<file path="src/rtl/keypad_matrix_emulator_pkg.sv">
// Shared types, constants and the hex key map for the 4x4 keypad contact model.
package keypad_pkg;

    typedef enum logic [1:0] {
        IDLE   = 2'd0,
        BOUNCE = 2'd1,
        HOLD   = 2'd2,
        GAP    = 2'd3
    } state_t;

    localparam logic [3:0] LINES_IDLE = 4'b1111;

    // col: 0 = C1 .. 3 = C4, row: 0 = R1 .. 3 = R4
    typedef struct packed {
        logic [1:0] col;
        logic [1:0] row;
    } key_rc_t;

    function automatic key_rc_t key_to_rc(input logic [3:0] code);
        key_rc_t rc;
        rc = '0;
        case (code)
            4'h1: rc = '{col: 2'd0, row: 2'd0};
            4'h4: rc = '{col: 2'd0, row: 2'd1};
            4'h7: rc = '{col: 2'd0, row: 2'd2};
            4'h0: rc = '{col: 2'd0, row: 2'd3};
            4'h2: rc = '{col: 2'd1, row: 2'd0};
            4'h5: rc = '{col: 2'd1, row: 2'd1};
            4'h8: rc = '{col: 2'd1, row: 2'd2};
            4'hF: rc = '{col: 2'd1, row: 2'd3};
            4'h3: rc = '{col: 2'd2, row: 2'd0};
            4'h6: rc = '{col: 2'd2, row: 2'd1};
            4'h9: rc = '{col: 2'd2, row: 2'd2};
            4'hE: rc = '{col: 2'd2, row: 2'd3};
            4'hA: rc = '{col: 2'd3, row: 2'd0};
            4'hB: rc = '{col: 2'd3, row: 2'd1};
            4'hC: rc = '{col: 2'd3, row: 2'd2};
            4'hD: rc = '{col: 2'd3, row: 2'd3};
        endcase
        return rc;
    endfunction

endpackage

</file>
<file path="src/rtl/keypad_matrix_emulator_if.sv">
// Key-code handshake between a key source (master) and the keypad emulator (slave).
// A code transfers on the clk edge where key_valid && key_ready; key_code is
// don't-care otherwise, and key_ready never waits on key_valid.
interface keypad_matrix_emulator_if;
    logic [3:0] key_code;
    logic       key_valid;
    logic       key_ready;

    modport master (output key_code, output key_valid, input key_ready);
    modport slave  (input key_code, input key_valid, output key_ready);
endinterface

</file>
<file path="src/rtl/keypad_matrix_emulator_row_drive.sv">
// Combinational row pattern: pull the key's row low while the contact is closed
// and the scanner strobes the key's column (other strobed columns do not matter).
module keypad_row_drive
    import keypad_pkg::*;
(
    input  logic [1:0] col_idx,
    input  logic [1:0] row_idx,
    input  logic       contact,
    input  logic [3:0] col,
    output logic [3:0] row_pat
);

    always_comb begin
        row_pat = LINES_IDLE;
        if (contact && !col[2'd3 - col_idx]) begin
            row_pat[2'd3 - row_idx] = 1'b0;
        end
    end

endmodule

</file>
<file path="src/rtl/keypad_matrix_emulator.sv">
// 4x4 hex keypad contact emulator: plays each accepted code as bounce/hold/gap.
// Define KEYPAD_EMU_BOUNCE_EN to add the contact-chatter phase before HOLD.
module keypad_matrix_emulator
    import keypad_pkg::*;
#(
    parameter int unsigned HOLD_CYCLES   = 1000000,
    parameter int unsigned GAP_CYCLES    = 1000000,
    parameter int unsigned BOUNCE_CYCLES = 2000,
    parameter int unsigned BOUNCE_PERIOD = 50,
    parameter int unsigned CNT_W         = 24
)
(
    input  logic                           clk,
    input  logic                           rst_n,
    keypad_matrix_emulator_if.slave        key_if,
    input  logic [3:0]                     Col,
    output logic [3:0]                     Row,
    output logic                           pressed,
    output logic                           busy,
    output state_t                         dbg_state
);

    localparam logic [CNT_W-1:0] HOLD_LAST = CNT_W'(HOLD_CYCLES - 1);
    localparam logic [CNT_W-1:0] GAP_LAST  = CNT_W'(GAP_CYCLES - 1);

    if ((HOLD_CYCLES == 0) || (GAP_CYCLES == 0) || (BOUNCE_CYCLES == 0) ||
        (BOUNCE_PERIOD == 0) || ((64'(HOLD_CYCLES) >> CNT_W) != 0) ||
        ((64'(GAP_CYCLES) >> CNT_W) != 0) || ((64'(BOUNCE_CYCLES) >> CNT_W) != 0)) begin : g_param_check
        $error("keypad_matrix_emulator: phase lengths must be nonzero and fit in CNT_W");
    end

    state_t           state;
    state_t           state_nxt;
    logic [CNT_W-1:0] cnt;
    logic [3:0]       code_q;
    logic             started;
    logic             key_ready;
    logic             accept;
    logic             phase_done;
    logic             contact;
    key_rc_t          rc;
    logic [3:0]       row_pat;

`ifdef KEYPAD_EMU_BOUNCE_EN
    localparam logic [CNT_W-1:0] BOUNCE_LAST = CNT_W'(BOUNCE_CYCLES - 1);
    localparam logic [CNT_W-1:0] PERIOD_LAST = CNT_W'(BOUNCE_PERIOD - 1);
    localparam state_t           FIRST_PHASE = BOUNCE;

    logic [CNT_W-1:0] bnc_cnt;
    logic             bnc_open;

    // Chatter starts closed and flips every BOUNCE_PERIOD cycles inside BOUNCE.
    always_ff @(posedge clk or negedge rst_n) begin
        if (!rst_n) begin
            bnc_cnt  <= '0;
            bnc_open <= 1'b0;
        end else if (state != BOUNCE) begin
            bnc_cnt  <= '0;
            bnc_open <= 1'b0;
        end else if (bnc_cnt == PERIOD_LAST) begin
            bnc_cnt  <= '0;
            bnc_open <= ~bnc_open;
        end else begin
            bnc_cnt <= bnc_cnt + 1'b1;
        end
    end
`else
    localparam state_t FIRST_PHASE = HOLD;
`endif

    assign accept    = key_if.key_valid && key_ready;
    assign rc        = key_to_rc(code_q);
    assign dbg_state = state;

    always_ff @(posedge clk or negedge rst_n) begin
        if (!rst_n) begin
            state   <= IDLE;
            started <= 1'b0;
        end else begin
            state   <= state_nxt;
            started <= 1'b1;
        end
    end

    always_comb begin
        phase_done = 1'b0;
        state_nxt  = state;
        case (state)
            IDLE: begin
                if (accept) state_nxt = FIRST_PHASE;
            end
`ifdef KEYPAD_EMU_BOUNCE_EN
            BOUNCE: begin
                phase_done = (cnt == BOUNCE_LAST);
                if (phase_done) state_nxt = HOLD;
            end
`endif
            HOLD: begin
                phase_done = (cnt == HOLD_LAST);
                if (phase_done) state_nxt = GAP;
            end
            GAP: begin
                phase_done = (cnt == GAP_LAST);
                if (phase_done) state_nxt = IDLE;
            end
            default: state_nxt = IDLE;
        endcase
    end

    // key_ready stays low until the first edge after reset release.
    always_comb begin
        key_ready = (state == IDLE) && started;
        busy      = (state != IDLE);
        contact   = 1'b0;
        case (state)
            HOLD:    contact = 1'b1;
`ifdef KEYPAD_EMU_BOUNCE_EN
            BOUNCE:  contact = ~bnc_open;
`endif
            default: contact = 1'b0;
        endcase
    end

    assign key_if.key_ready = key_ready;

    always_ff @(posedge clk or negedge rst_n) begin
        if (!rst_n) begin
            cnt    <= '0;
            code_q <= 4'h0;
        end else begin
            if (state_nxt != state) begin
                cnt <= '0;
            end else if (state != IDLE) begin
                cnt <= cnt + 1'b1;
            end
            if (accept) begin
                code_q <= key_if.key_code;
            end
        end
    end

    keypad_row_drive u_row_drive (
        .col_idx (rc.col),
        .row_idx (rc.row),
        .contact (contact),
        .col     (Col),
        .row_pat (row_pat)
    );

    always_ff @(posedge clk or negedge rst_n) begin
        if (!rst_n) begin
            Row     <= LINES_IDLE;
            pressed <= 1'b0;
        end else begin
            Row     <= row_pat;
            pressed <= contact;
        end
    end

endmodule
</file>
<file path="src/flat_wrapper.sv">
// flat-port wrapper written by rule: the top's interface ports become plain ports
module keypad_matrix_emulator_flat import keypad_pkg::*;
#(
    parameter int unsigned HOLD_CYCLES   = 1000000,
    parameter int unsigned GAP_CYCLES    = 1000000,
    parameter int unsigned BOUNCE_CYCLES = 2000,
    parameter int unsigned BOUNCE_PERIOD = 50,
    parameter int unsigned CNT_W         = 24
)
  (clk, rst_n, Col, Row, pressed, busy, dbg_state, key_if_key_code, key_if_key_valid, key_if_key_ready);
  keypad_matrix_emulator_if key_if_i ();
  input  logic clk;
  input  logic rst_n;
  input  logic [3:0] Col;
  output logic [3:0] Row;
  output logic pressed;
  output logic busy;
  output state_t dbg_state;
  input wire logic [$bits(key_if_i.key_code)-1:0] key_if_key_code;
  input wire logic [$bits(key_if_i.key_valid)-1:0] key_if_key_valid;
  output wire logic [$bits(key_if_i.key_ready)-1:0] key_if_key_ready;
  assign key_if_i.key_code = key_if_key_code;
  assign key_if_i.key_valid = key_if_key_valid;
  assign key_if_key_ready = key_if_i.key_ready;
  keypad_matrix_emulator #(.HOLD_CYCLES(HOLD_CYCLES), .GAP_CYCLES(GAP_CYCLES), .BOUNCE_CYCLES(BOUNCE_CYCLES), .BOUNCE_PERIOD(BOUNCE_PERIOD), .CNT_W(CNT_W)) u_core (.clk(clk), .rst_n(rst_n), .key_if(key_if_i), .Col(Col), .Row(Row), .pressed(pressed), .busy(busy), .dbg_state(dbg_state));
endmodule
</file>
<file path="config.mk">
export PLATFORM = sky130hd
export DESIGN_NAME = keypad_matrix_emulator_flat
export DESIGN_NICKNAME = d
export VERILOG_FILES = /design/src/rtl/keypad_matrix_emulator_pkg.sv /design/src/rtl/keypad_matrix_emulator_if.sv /design/src/rtl/keypad_matrix_emulator_row_drive.sv /design/src/rtl/keypad_matrix_emulator.sv /design/src/flat_wrapper.sv
export SDC_FILE = /design/constraint.sdc
export NUM_CORES = 1
export LEC_CHECK = 0
export BUFFER_PORTS_ARGS = -buffer_cell sky130_fd_sc_hd__buf_4
export CAP_MARGIN = 25
export CORE_AREA = 5 5 67 69
export DETAILED_ROUTE_END_ITERATION = 10
export DIE_AREA = 0 0 72 74
export GPL_ROUTABILITY_DRIVEN = 0
export PLACE_DENSITY = 0.81
export SYNTH_ARGS = -nofsm -noshare
export SYNTH_HDL_FRONTEND = slang
export SYNTH_SLANG_ARGS = --single-unit
</file>
<file path="constraint.sdc">
create_clock -name clk -period 1.9 [get_ports clk]
set_input_delay 0.19 -clock clk [delete_from_list [all_inputs] [get_ports clk]]
set_output_delay 0.19 -clock clk [all_outputs]
set_load 0.1 [all_outputs]
</file>
; ---- Yosys cells after proc, flatten, opt, wreduce, memory -nomap -nowiden
; Memories as Yosys holds them, arrays and structs flattened.
; Index checks and enable logic that the tools add are counted.
[word_totals]
ff_bits = 36
romBits = 64
inputBits = 11
out_inout_bits = 9
mem_count = 1
[classes]
n_addsub = 3
magnitude_cmp = 3
n_eq_ne = 4
mux = 12
bitwise_logic = 1
reduce_logical = 8
[mem_list]
columns = memory, words, width, read_ports, rd_clocked_by_memory_dff, wr, line
row1 = (name not given), 16, 4, 1, 0, 0, keypad_matrix_emulator_pkg.sv:22  ; case (code)
[op_table]
columns = operator, count
row1 = $mux 24, 2
row2 = $add 24x1->24 const B, 1
row3 = $eq 24x20->1 const B, 1
row4 = $lt 2x3->1 const B, 2
row5 = $mux 2, 3
row6 = $pmux 2 s3, 1
row7 = $eq 2x2->1 const B, 2
row8 = $logic_and 1x1->1, 4
row9 = $mux 4, 1
row10 = $not 4->4, 1
row11 = $reduce_bool 2->1, 2
row12 = $sub 2x2->2 const A, 2
row13 = $mux 1, 3
row14 = $bmux 1 s2, 1
row15 = $demux 1 s2, 1
row16 = $ge 2x1->1 const B, 1
row17 = $logic_not 2->1, 1
row18 = $ne 2x2->1, 1
row19 = $logic_not 1->1, 1

; ---- Depth between registers and ports, before layout
; An unclocked memory read counts as a cell.
[depth]
ltp_word = 8
depth_mapped = 7
depth_no_buf = 6

; ---- By module
; Synthesis repeated with hierarchy kept, for this count alone.
[hier_totals]
hier_cells = 229
hier_area_um2 = 2083.2
[by_module_without_submodules]
columns = module, instances, cells_each, area_each_um2, seq_area_each_um2
row1 = keypad_matrix_emulator, 1, 215, 1944.4, 905.9
row2 = keypad_row_drive, 1, 14, 138.9, 0.0

; ---- Worst setup path after synthesis
; No wires, ideal clock.
[synth_path]
path_type = register to output
start = register u_core.state[1], in the netlist u_core.dbg_state[1]
end = output port key_if_key_ready
arrival_time_ns = 2.796
t_required_ns = 1.710
slack_ns = -1.086
stages_incl_launch_ff = 3
n_path_buf = 0
path_cell_list = dfrtp_1 or2_2 nor2_1
[synth_between]
elab_chain_cells = 2
[synth_lines]
columns = element, line
row1 = from (decl), keypad_matrix_emulator.sv:32  ; state_t state;
row2 = from (signal assigned), keypad_matrix_emulator.sv:80  ; state <= state_nxt;
row3 = $logic_not 2->1, keypad_matrix_emulator.sv:112  ; key_ready = (state == IDLE) && started;
row4 = $logic_and 1x1->1, keypad_matrix_emulator.sv:112
row5 = to (decl), flat_wrapper.sv:21  ; output wire logic [$bits(key_if_i.key_ready)-1:0] key_if_key_ready;
; Every way passes these cells.

; ---- Worst setup path in the final report
[layout_path]
start = register u_core.cnt[14]
end = register u_core.cnt[23]
[layout_between]
elab_chain_cells = 5
[layout_lines]
columns = element, line
row1 = from (decl), keypad_matrix_emulator.sv:34  ; logic [CNT_W-1:0] cnt;
row2 = from (signal assigned), keypad_matrix_emulator.sv:134  ; cnt <= cnt + 1'b1;
row3 = branches (longest 5 deep; another with $add 24x1->24), n/a
; Parallel ways; which one is timed is not known. The select of a mux whose other input is x is not followed.
; A chain may end at the register's enable or synchronous reset.

==> metrics.txt <==
status finished clean; initial antenna violation count 0; CP max stage delay 0.49 ns; fin nets 248; via count 1,597; Post-Synth Adder-Cell Area 0.00664; most used flip-flop cell after synthesis dfrtp_1; DRT Wirelength 4.03 mm; Critical Path RT 2.09 ns; hpwl dp 2.91 mm; Pint 1.08 mW; Combinational Power Share 0.034; crit end category flip-flop; core area 3860 um2; ratio of cells with drive above 1 in the final layout 0.241; Post-Synth Simple-Gate Area 0.285; post-synth cell types 38; Die Span X 72 um; Psw 0.318 mW; CTS max path bufs 2; crit path cell chain nand4_1, or3_1, nor4_1, xnor2_1, nor2_2; startpoint types flip-flop; fin crit period 1.79 ns; TritonCTS Buffers 5; Pleak 0.943 nW; number of max-cap violations 0; DIE AREA 5330 um2; CTS tree built; Pwr Density 619 nW/um2; Worst Hold Depth 3; H-tree Lvls 2; P&R area growth vs syn 19.9%; unrepaired setup endpoints after global routing no; Buf/Inv on CP 0; R2R cell count 5; CP startpoint u_core.cnt[14]; post-synthesis cell count 207; syn_nets 219; xor and xnor area share after synthesis 0.0837; Synth Area in Compound Gates 0.102; Final Skew 0.00875 ns; Post-synth ARST share 1.00; CP delay by family, top simple AND/OR/NAND/NOR gates; largest net degree at the start of global routing 37; chip height 74 um; Worst EP arrival 1.97 ns; Stages on worst setup path 5; wire per inst 14.1 um; Initial Util 0.489; multiplexer area fraction after synthesis 0.0120; Reg power frac 0.551; syn_area_per_cell 9.10 um2; final core area utilization 0.586; Final period util 0.941; global-route wire length before repair 7.06 mm; Worst-Skew Late Latency 0.29 ns; Max Clk Rate 0.559 GHz; Initial DRC Count 76; yosys synthesis warning count 0; FF+latch count, synth 36; met1 GRT Util 0.204; Switching Share 0.228; total gr overflow 0; clock sinks 36; FF-to-FF Start u_core.cnt[14]; vias in the first global route 1,631; drt first pass iters 4; clk root buf clkbuf_8; Setup CP Type reg2reg; maximum VDD drop 0.492 mV; Fin. Hold Viols 0; GR peak layer met2; crit-path max FO 6; GRT met2 Usage 0.297; Worst-path clk slew 0.08 ns; DRT antenna net count 0; Post-Syn Area 1880 um2; grt met3 use 0.0351; Final Max Tran Viols 0; IO Port Bufs 19; row cnt 23; vias per cell 5.56; Non-Filler Instances 287; DR DRC count 0; Clk pwr share 0.415; placed insts 277; Final setup viols 0; HP Start key_if_key_code[3]; GRT Total Usage 0.169; Post-synth EDFFs 0; CP max-delay cell or3_1; Tightest Hold Check Type in2reg; Antenna Cells 0; Seq/Total Area, Yosys 0.481; IO Pins 20; largest family of logic cells by synthesized area simple AND/OR/NAND/NOR gates
==> logic make-up after synthesis <==
group	Yosys count
simple gates	103
flops	36
compound gates	33
xor+xnor	18
buf+inv	13
mux	2
fa+ha+maj	1
other cells	1
==> layout make-up <==
cell class | count | area, um2
Timing Repair Buffer | 30 | 228
Multi-Input combinational cell | 158 | 945
Tap cell | 50 | 62.6
Clock buffer | 6 | 82.6
Clock inverter | 2 | 15.0
Sequential cell | 36 | 908
Fill cell | 352 | 1600
Inverter | 5 | 18.8
==> final timing paths <==
path | to | slack (ns)
hold / removal | u_core.code_q[3] | 0.1
setup reg to reg | u_core.cnt[23] | 0.11
min in group asynchronous | u_core.cnt[12] | 0.38
hold reg to reg | u_core.cnt[1] | 0.54
setup / recovery | u_core.cnt[23] | 0.11
max in group asynchronous | u_core.dbg_state[1] | 1.17
==> through the flow <==
step | setup WS, ns | power [mW] | TNS [ns] | instance area [um2] | hold slack [ns]
after detailed placement | -0.0408 | 0.833 | -0.0737 | 2140 | 0.170
after floorplan | 0.0299 | 0.799 | 0 | 1900 | -0.106
after global routing | 0.0176 | 1.45 | 0 | 2260 | 0.0886
after global placement | 0.0611 | 0.832 | 0 | 2140 | 0.170
after CTS | 0.0739 | 1.41 | 0 | 2250 | 0.0932
final | 0.112 | 1.40 | 0 | 2260 | 0.0978
==> power groups by stage <==
stage / clock network [mW] / logic, mW / registers, mW
after CTS: 0.593 / 0.0495 / 0.770
final: 0.581 / 0.0479 / 0.770
after global routing: 0.626 / 0.0535 / 0.771
after detailed placement: 0 / 0.0476 / 0.785
after global placement: 0 / 0.0469 / 0.785
after floorplan: 0 / 0.00510 / 0.794
==> synthesized netlist by cell type, types with 5 or more instances <==
cell / instances / area, um2
nor2_1: 23 / 86.3
nand4_1: 7 / 43.8
nand3_1: 7 / 35.0
xnor2_1: 9 / 78.8
o21ai_0: 18 / 90.1
nand2_1: 24 / 90.1
xor2_1: 9 / 78.8
nor4_1: 6 / 37.5
dfrtp_1: 32 / 801
a21oi_1: 5 / 25.0
clkbuf_1: 5 / 18.8
inv_1: 5 / 18.8
nor3_1: 10 / 50.1
==> flip-flops by register name, summed over array words and instances (netlist names) <==
name,flops
u_core.Row,4
u_core.cnt,24
u_core.dbg_state,2
u_core.pressed,1
u_core.started,1
u_core.code_q,4
==> routing by layer <==
layer  share of wire  wire length (um)
met5               0                 0
met4           0.015                61
met3           0.035               143
met2            0.51              2040
met1            0.44              1780
==> worst min-delay path, delay by kind of cell <==
kind            cells  cell delay [ns]
compound gates      1             0.06
buf+inv             1             0.08
simple gates        1             0.03
==> timing repair <==
item / 4_1_cts / 5_1_grt
pin swaps: 0 / 1
gates cloned: 0 / 0
hold buffers: 1 / 0
gates resized for setup: 1 / 1
setup buffers: 0 / 1
endpoints found under the setup margin: 4 / 18
endpoints found under the hold margin: 32 / 0
==> layout by cell type, fill, tap and decap left out, types with 3 or more instances in the layout <==
cell and count:
a21oi_1 5, and3_1 4, buf_4 29, clkbuf_8 6
dfrtp_1 30, dfstp_2 4, inv_1 5, nand2_1 24
nand2b_1 3, nand3_1 7, nand4_1 7, nor2_1 22
nor2b_1 3, nor3_1 10, nor4_1 6, o21ai_0 17
or2_2 3, xnor2_1 9, xor2_1 9
Note: power is estimated with default switching activity, not from simulation.
